## src/rtl/ecg_frame_pkg.sv

```systemverilog
// Shared definitions for the per-frame channel fork/join handshake (dispatch and completion barrier).
package ecg_frame_pkg;

  localparam int unsigned NUM_CHANNELS_DEF   = 8;
  localparam int unsigned FRAME_ID_W_DEF     = 8;
  localparam int unsigned TIMEOUT_CYCLES_DEF = 1024;

  typedef enum logic [0:0] {
    ST_IDLE     = 1'b0,
    ST_DISPATCH = 1'b1
  } state_e;

endpackage

```

## src/rtl/sat_counter.sv

```systemverilog
// Up-counter that sticks at SAT_MAX; synchronous active-high reset.
module sat_counter #(
  parameter int unsigned      WIDTH   = 8,
  parameter logic [WIDTH-1:0] SAT_MAX = '1
) (
  input  logic             clk,
  input  logic             rst,
  input  logic             inc,
  output logic [WIDTH-1:0] count
);

  logic [WIDTH-1:0] count_q;
  logic [WIDTH-1:0] count_d;

  // next count: hold at the saturation value
  always_comb begin
    count_d = count_q;
    if (inc && (count_q != SAT_MAX)) begin
      count_d = count_q + {{(WIDTH-1){1'b0}}, 1'b1};
    end else begin
      count_d = count_q;
    end
  end

  // count register
  always_ff @(posedge clk) begin
    if (rst) begin
      count_q <= '0;
    end else begin
      count_q <= count_d;
    end
  end

  assign count = count_q;

endmodule

```

## src/rtl/channel_frame_dispatch.sv

```systemverilog
// Per-frame fork: launches each enabled channel engine once it is ready, then signals dispatch_done.
// Optional watchdog abort is built when FRAME_DISPATCH_TIMEOUT_EN is defined.
module channel_frame_dispatch
  import ecg_frame_pkg::*;
#(
  parameter int unsigned NUM_CHANNELS   = NUM_CHANNELS_DEF,
  parameter int unsigned FRAME_ID_W     = FRAME_ID_W_DEF,
  parameter int unsigned TIMEOUT_CYCLES = TIMEOUT_CYCLES_DEF
) (
  input  logic                    clk,
  input  logic                    rst,
  input  logic                    frame_start,
  input  logic [NUM_CHANNELS-1:0] chan_en,
  input  logic [NUM_CHANNELS-1:0] chan_ready,
  output logic [NUM_CHANNELS-1:0] chan_start,
  output logic                    dispatch_done,
  output logic                    busy,
  output logic [FRAME_ID_W-1:0]   frame_id,
  output logic                    overrun,
  output logic [7:0]              overrun_cnt,
  output logic                    dispatch_timeout,
  output logic [NUM_CHANNELS-1:0] timeout_mask
);

  state_e                  state_q, state_d;
  logic [NUM_CHANNELS-1:0] pending_q, pending_d;
  logic [NUM_CHANNELS-1:0] chan_start_q, chan_start_d;
  logic [FRAME_ID_W-1:0]   next_id_q, next_id_d;
  logic [FRAME_ID_W-1:0]   frame_id_q, frame_id_d;
  logic                    done_q, done_d;
  logic                    overrun_q, overrun_d;
  logic [NUM_CHANNELS-1:0] launch_s;
  logic [NUM_CHANNELS-1:0] remain_s;
  logic                    drop_s;
  logic                    timeout_hit_s;

  // While dispatching, only pending channels are looked at.
  assign launch_s = pending_q & chan_ready;
  assign remain_s = pending_q & ~chan_ready;
  assign drop_s   = frame_start && (state_q == ST_DISPATCH);

  // next-state and launch decisions
  always_comb begin
    state_d      = state_q;
    pending_d    = pending_q;
    next_id_d    = next_id_q;
    frame_id_d   = frame_id_q;
    chan_start_d = '0;
    done_d       = 1'b0;
    overrun_d    = drop_s;
    case (state_q)
      ST_IDLE: begin
        if (frame_start) begin
          frame_id_d   = next_id_q;
          next_id_d    = next_id_q + {{(FRAME_ID_W-1){1'b0}}, 1'b1};
          chan_start_d = chan_en & chan_ready;
          pending_d    = chan_en & ~chan_ready;
          if ((chan_en & ~chan_ready) == '0) begin
            done_d = 1'b1;
          end else begin
            state_d = ST_DISPATCH;
          end
        end else begin
          state_d = ST_IDLE;
        end
      end
      ST_DISPATCH: begin
        chan_start_d = launch_s;
        pending_d    = remain_s;
        if (remain_s == '0) begin
          done_d  = 1'b1;
          state_d = ST_IDLE;
        end else if (timeout_hit_s) begin
          pending_d = '0;
          state_d   = ST_IDLE;
        end else begin
          state_d = ST_DISPATCH;
        end
      end
      default: begin
        state_d   = ST_IDLE;
        pending_d = '0;
      end
    endcase
  end

  // dispatch state registers
  always_ff @(posedge clk) begin
    if (rst) begin
      state_q      <= ST_IDLE;
      pending_q    <= '0;
      next_id_q    <= '0;
      frame_id_q   <= '0;
      chan_start_q <= '0;
      done_q       <= 1'b0;
      overrun_q    <= 1'b0;
    end else begin
      state_q      <= state_d;
      pending_q    <= pending_d;
      next_id_q    <= next_id_d;
      frame_id_q   <= frame_id_d;
      chan_start_q <= chan_start_d;
      done_q       <= done_d;
      overrun_q    <= overrun_d;
    end
  end

  sat_counter #(
    .WIDTH   (8),
    .SAT_MAX (8'd255)
  ) u_overrun_cnt (
    .clk   (clk),
    .rst   (rst),
    .inc   (drop_s),
    .count (overrun_cnt)
  );

`ifdef FRAME_DISPATCH_TIMEOUT_EN
  localparam int unsigned      WD_W   = $clog2(TIMEOUT_CYCLES);
  localparam logic [WD_W-1:0]  WD_MAX = WD_W'(TIMEOUT_CYCLES - 1);

  logic [WD_W-1:0]         wd_q, wd_d;
  logic                    tmo_q, tmo_d;
  logic [NUM_CHANNELS-1:0] tmask_q, tmask_d;

  // Only a frame that still has channels left after this cycle's launch can time out.
  assign timeout_hit_s = (state_q == ST_DISPATCH) && (wd_q == WD_MAX) && (remain_s != '0);

  // watchdog next values
  always_comb begin
    wd_d    = wd_q;
    tmo_d   = timeout_hit_s;
    tmask_d = tmask_q;
    if (state_q == ST_IDLE) begin
      wd_d = '0;
    end else begin
      wd_d = wd_q + {{(WD_W-1){1'b0}}, 1'b1};
    end
    if (timeout_hit_s) begin
      tmask_d = remain_s;
    end else begin
      tmask_d = tmask_q;
    end
  end

  // watchdog registers
  always_ff @(posedge clk) begin
    if (rst) begin
      wd_q    <= '0;
      tmo_q   <= 1'b0;
      tmask_q <= '0;
    end else begin
      wd_q    <= wd_d;
      tmo_q   <= tmo_d;
      tmask_q <= tmask_d;
    end
  end

  assign dispatch_timeout = tmo_q;
  assign timeout_mask     = tmask_q;
`else
  assign timeout_hit_s    = 1'b0;
  assign dispatch_timeout = (TIMEOUT_CYCLES < 32'd2) ? 1'b0 : 1'b0;
  assign timeout_mask     = '0;
`endif

  assign chan_start    = chan_start_q;
  assign dispatch_done = done_q;
  assign busy          = (state_q == ST_DISPATCH);
  assign frame_id      = frame_id_q;
  assign overrun       = overrun_q;

endmodule

```

## config.mk

```make
export PLATFORM = sky130hd
export DESIGN_NAME = channel_frame_dispatch
export DESIGN_NICKNAME = d
export VERILOG_FILES = /design/src/rtl/ecg_frame_pkg.sv /design/src/rtl/sat_counter.sv /design/src/rtl/channel_frame_dispatch.sv
export SDC_FILE = /design/constraint.sdc
export NUM_CORES = 1
export LEC_CHECK = 0
export CAP_MARGIN = 20
export CORE_ASPECT_RATIO = 1.4
export CORE_MARGIN = 2
export CORE_UTILIZATION = 40
export CTS_CLUSTER_SIZE = 24
export DETAILED_ROUTE_END_ITERATION = 10
export GPL_ROUTABILITY_DRIVEN = 0
export PLACE_DENSITY_LB_ADDON = 0.15
export SYNTH_ARGS = -nofsm -noshare
export SYNTH_HDL_FRONTEND = slang
export SYNTH_SLANG_ARGS = --single-unit
```

## constraint.sdc

```tcl
create_clock -name clk -period 1.8 [get_ports clk]
set_clock_uncertainty 0.15 [all_clocks]
set_input_delay 0.18 -clock clk [delete_from_list [all_inputs] [get_ports clk]]
set_output_delay 0.18 -clock clk [all_outputs]
set_load 0.1 [all_outputs]
```

==> impl_metrics.json <==
{
  "ant_nets": 0,
  "avgRoutedWirePerCell_um": 12.4,
  "timing.final.ws_setup_ps": 68.8,
  "clk_pin_slew_worst_paths_ps": 90,
  "cts_root_buf": "clkbuf_8",
  "via_count": 1740,
  "ys_ff_latch": 43,
  "setup_viol": 0,
  "timing.final.crit_share_pct": 96.2,
  "netlist.top_cell.by_area": "dfxtp_1",
  "synth-edff-count": 0,
  "synth_fa_ha_area_share_pct": 1.28,
  "area_delta_synth_final_pct": 47.6,
  "synthMuxAreaShare_pct": 1.53,
  "synth_compound_area_share_pct": 13.7,
  "firstDrtPassIters": 4,
  "synth_top_cell_area_share_pct": 43.9,
  "die_x_um": 63.2,
  "power_leakage_uw": 0.00114,
  "layout-drive-gt1-share_pct": 21.9,
  "timing.rr.end": "u_overrun_cnt.count[3]",
  "place_ws_ps": -196,
  "num-fill-cells": 446,
  "min_path_cells": 2,
  "syn_avg_cell_area_um2": 8.38,
  "n_antenna_cell": 0,
  "via_per_inst": 4.94,
  "drc": 0,
  "cts.path.max_buffers": 2,
  "p_per_area_nw_per_um2": 762,
  "place.port_buffers": 45,
  "fp-row-count": 30,
  "status": "complete, no violations",
  "syn_area_um2": 1960,
  "coreArea_um2": 4770,
  "critPathMaxFanout": 2,
  "synth_cells": 234,
  "cts_tree": "yes",
  "grt_max_degree": 44,
  "critPathLaunchType": "input port",
  "setup_tns_ps": 0,
  "synth_top_family_by_area": "simple AND/OR/NAND/NOR gates",
  "worstHoldStart": "next_id_q[7]",
  "cp.required_ps": 1880,
  "max_freq_mhz": 578,
  "slew_violations": 0,
  "grt_pass1_vias": 1612,
  "post-cts-setup-buffers": 0,
  "hold_ws_ps": 325,
  "grt_pass1_wl_mm": 7.31,
  "die_area_um2": 5490,
  "critical_path_arrival_ps": 1810,
  "yosysMostFrequentCell": "dfxtp_1",
  "cts_resized": 0,
  "maxCapViolations": 0,
  "hold_viol_final": 0,
  "seq_area_frac_synth_pct": 43.9,
  "ys_types": 42,
  "ios": 55,
  "synth.yosys.warnings": 0,
  "die-height_um": 86.8,
  "final_util_pct": 60.7,
  "end_kind": "flop",
  "numCtsBuffers": 5,
  "r2r_setup_slack_ps": 280,
  "synth_simple_gate_area_share_pct": 27.1,
  "synthTopCellsByCount": "dfxtp_1, nand2_1, nor2_1",
  "fin_crit_ps": 1730,
  "drtIter0Drc": 66,
  "grt_use_total_pct": 16.9,
  "totalWireLength_mm": 4.36,
  "hold_path_end": "frame_id[7]",
  "synth-main-ff-cell": "dfxtp_1",
  "grt.overflow.total": 0,
  "dp_hpwl_mm": 3.07,
  "synth_xor_area_share_pct": 3.57,
  "clock-sinks": 43,
  "worstSkewPairLatency_ps": 300,
  "timing.rr.start": "u_overrun_cnt.count[0]",
  "critical_path_class": "input port to flop",
  "ctsHoldBuffers": 0,
  "h-tree-depth": 2,
  "hold_class": "flop to flop",
  "vdd_drop_max_mv": 0.533,
  "synthArstFlopShare_pct": 0,
  "nNetsFinal": 308,
  "r2r_cells": 5,
  "start_util_pct": 41.1,
  "crit_start": "chan_en[4]",
  "antenna_found_initial": 0,
  "ys_top_cells_by_area": "dfxtp_1, nand2_1, nor2_1, a22oi_1, buf_4",
  "rsz0062_at_grt": "false"
}
area by class of cell:
| cell class | count | area [um2] | share of cell area, % |
|---|---|---|---|
| timing repair buffer | 60 | 846 | 29.2 |
| inverter | 5 | 18.8 | 0.649 |
| sequential | 43 | 877 | 30.3 |
| tap | 64 | 80.1 | 2.77 |
| clock inverter | 2 | 17.5 | 0.605 |
| multi-input combinational | 172 | 961 | 33.2 |
| clock buffer | 6 | 93.8 | 3.24 |
critical path, cell delays in order:
cell             delay [ps]
clkdlybuf4s50_1         430
nor2b_1                 160
or4_1                   530
or3_1                   360
a21oi_1                 160
sequential cells by signal, indices dropped and copies added (netlist names):
signal               flops
frame_id                 8
overrun                  1
busy                     1
pending_q                8
next_id_q                8
dispatch_done            1
u_overrun_cnt.count      8
chan_start               8
cell families after synthesis:
family,Yosys count
compound gates,43
xor+xnor,8
fa+ha+maj,2
buf+inv,27
flops,43
mux,3
other cells,1
simple gates,107
worst max path at each step:
stage                             end  cells past startpoint
4_1_cts                 dispatch_done                      5
2_1_floorplan  u_overrun_cnt.count[1]                      5
6_report                dispatch_done                      5
5_1_grt                 dispatch_done                      5
3_3_place_gp            dispatch_done                      5
3_5_place_dp            dispatch_done                      5
layer usage:
metal  share of wire [%]  track usage (%)  vias up
met5                   0                0        -
met4                 1.4             8.30        0
met3                 4.2             4.68        4
met2                  50             28.4       40
met1                  44             19.9      806
li1                    -                -      890
where the power goes:
| part | total, uW | leakage (uW) | internal, uW | switching, uW |
|---|---|---|---|---|
| clock | 716 | 0.0000569 | 365 | 352 |
| sequential | 1020 | 0.000353 | 977 | 41.3 |
| combinational | 470 | 0.000726 | 167 | 303 |
| total | 2210 | 0.00114 | 1510 | 696 |
per-stage QoR:
step / cells / total power (uW) / instance area, um2
2_1_floorplan: 242 / 1360 / 2010
3_3_place_gp: 344 / 1510 / 2780
3_5_place_dp: 344 / 1510 / 2780
4_1_cts: 352 / 2230 / 2890
5_1_grt: 352 / 2300 / 2890
6_report: 352 / 2210 / 2890
layout by cell type, fill, tap and decap left out, types with 2 or more instances in the layout:
| master | Yosys | layout |
|---|---|---|
| and3b_1 | 4 | 4 |
| xor2_1 | 7 | 7 |
| buf_12 | 0 | 28 |
| o21ai_0 | 12 | 12 |
| dfxtp_4 | 0 | 2 |
| buf_4 | 9 | 14 |
| a22oi_1 | 9 | 9 |
| a211oi_1 | 5 | 5 |
| nor2b_1 | 9 | 9 |
| nand3_1 | 7 | 7 |
| nand2_1 | 35 | 35 |
| or4_1 | 2 | 2 |
| dfxtp_2 | 0 | 7 |
| and2b_1 | 3 | 3 |
| and3_1 | 2 | 2 |
| ha_1 | 2 | 2 |
| a31oi_1 | 2 | 2 |
| a21oi_1 | 11 | 11 |
| clkbuf_8 | 1 | 5 |
| dfxtp_1 | 43 | 34 |
| nor3_1 | 5 | 5 |
| conb_1 | 1 | 9 |
| nor2_1 | 25 | 25 |
| clkdlybuf4s50_1 | 0 | 18 |
| mux2i_1 | 3 | 3 |
| inv_1 | 4 | 4 |
| nand4_1 | 6 | 6 |
No activity file was read; power rests on OpenSTA's default activity.
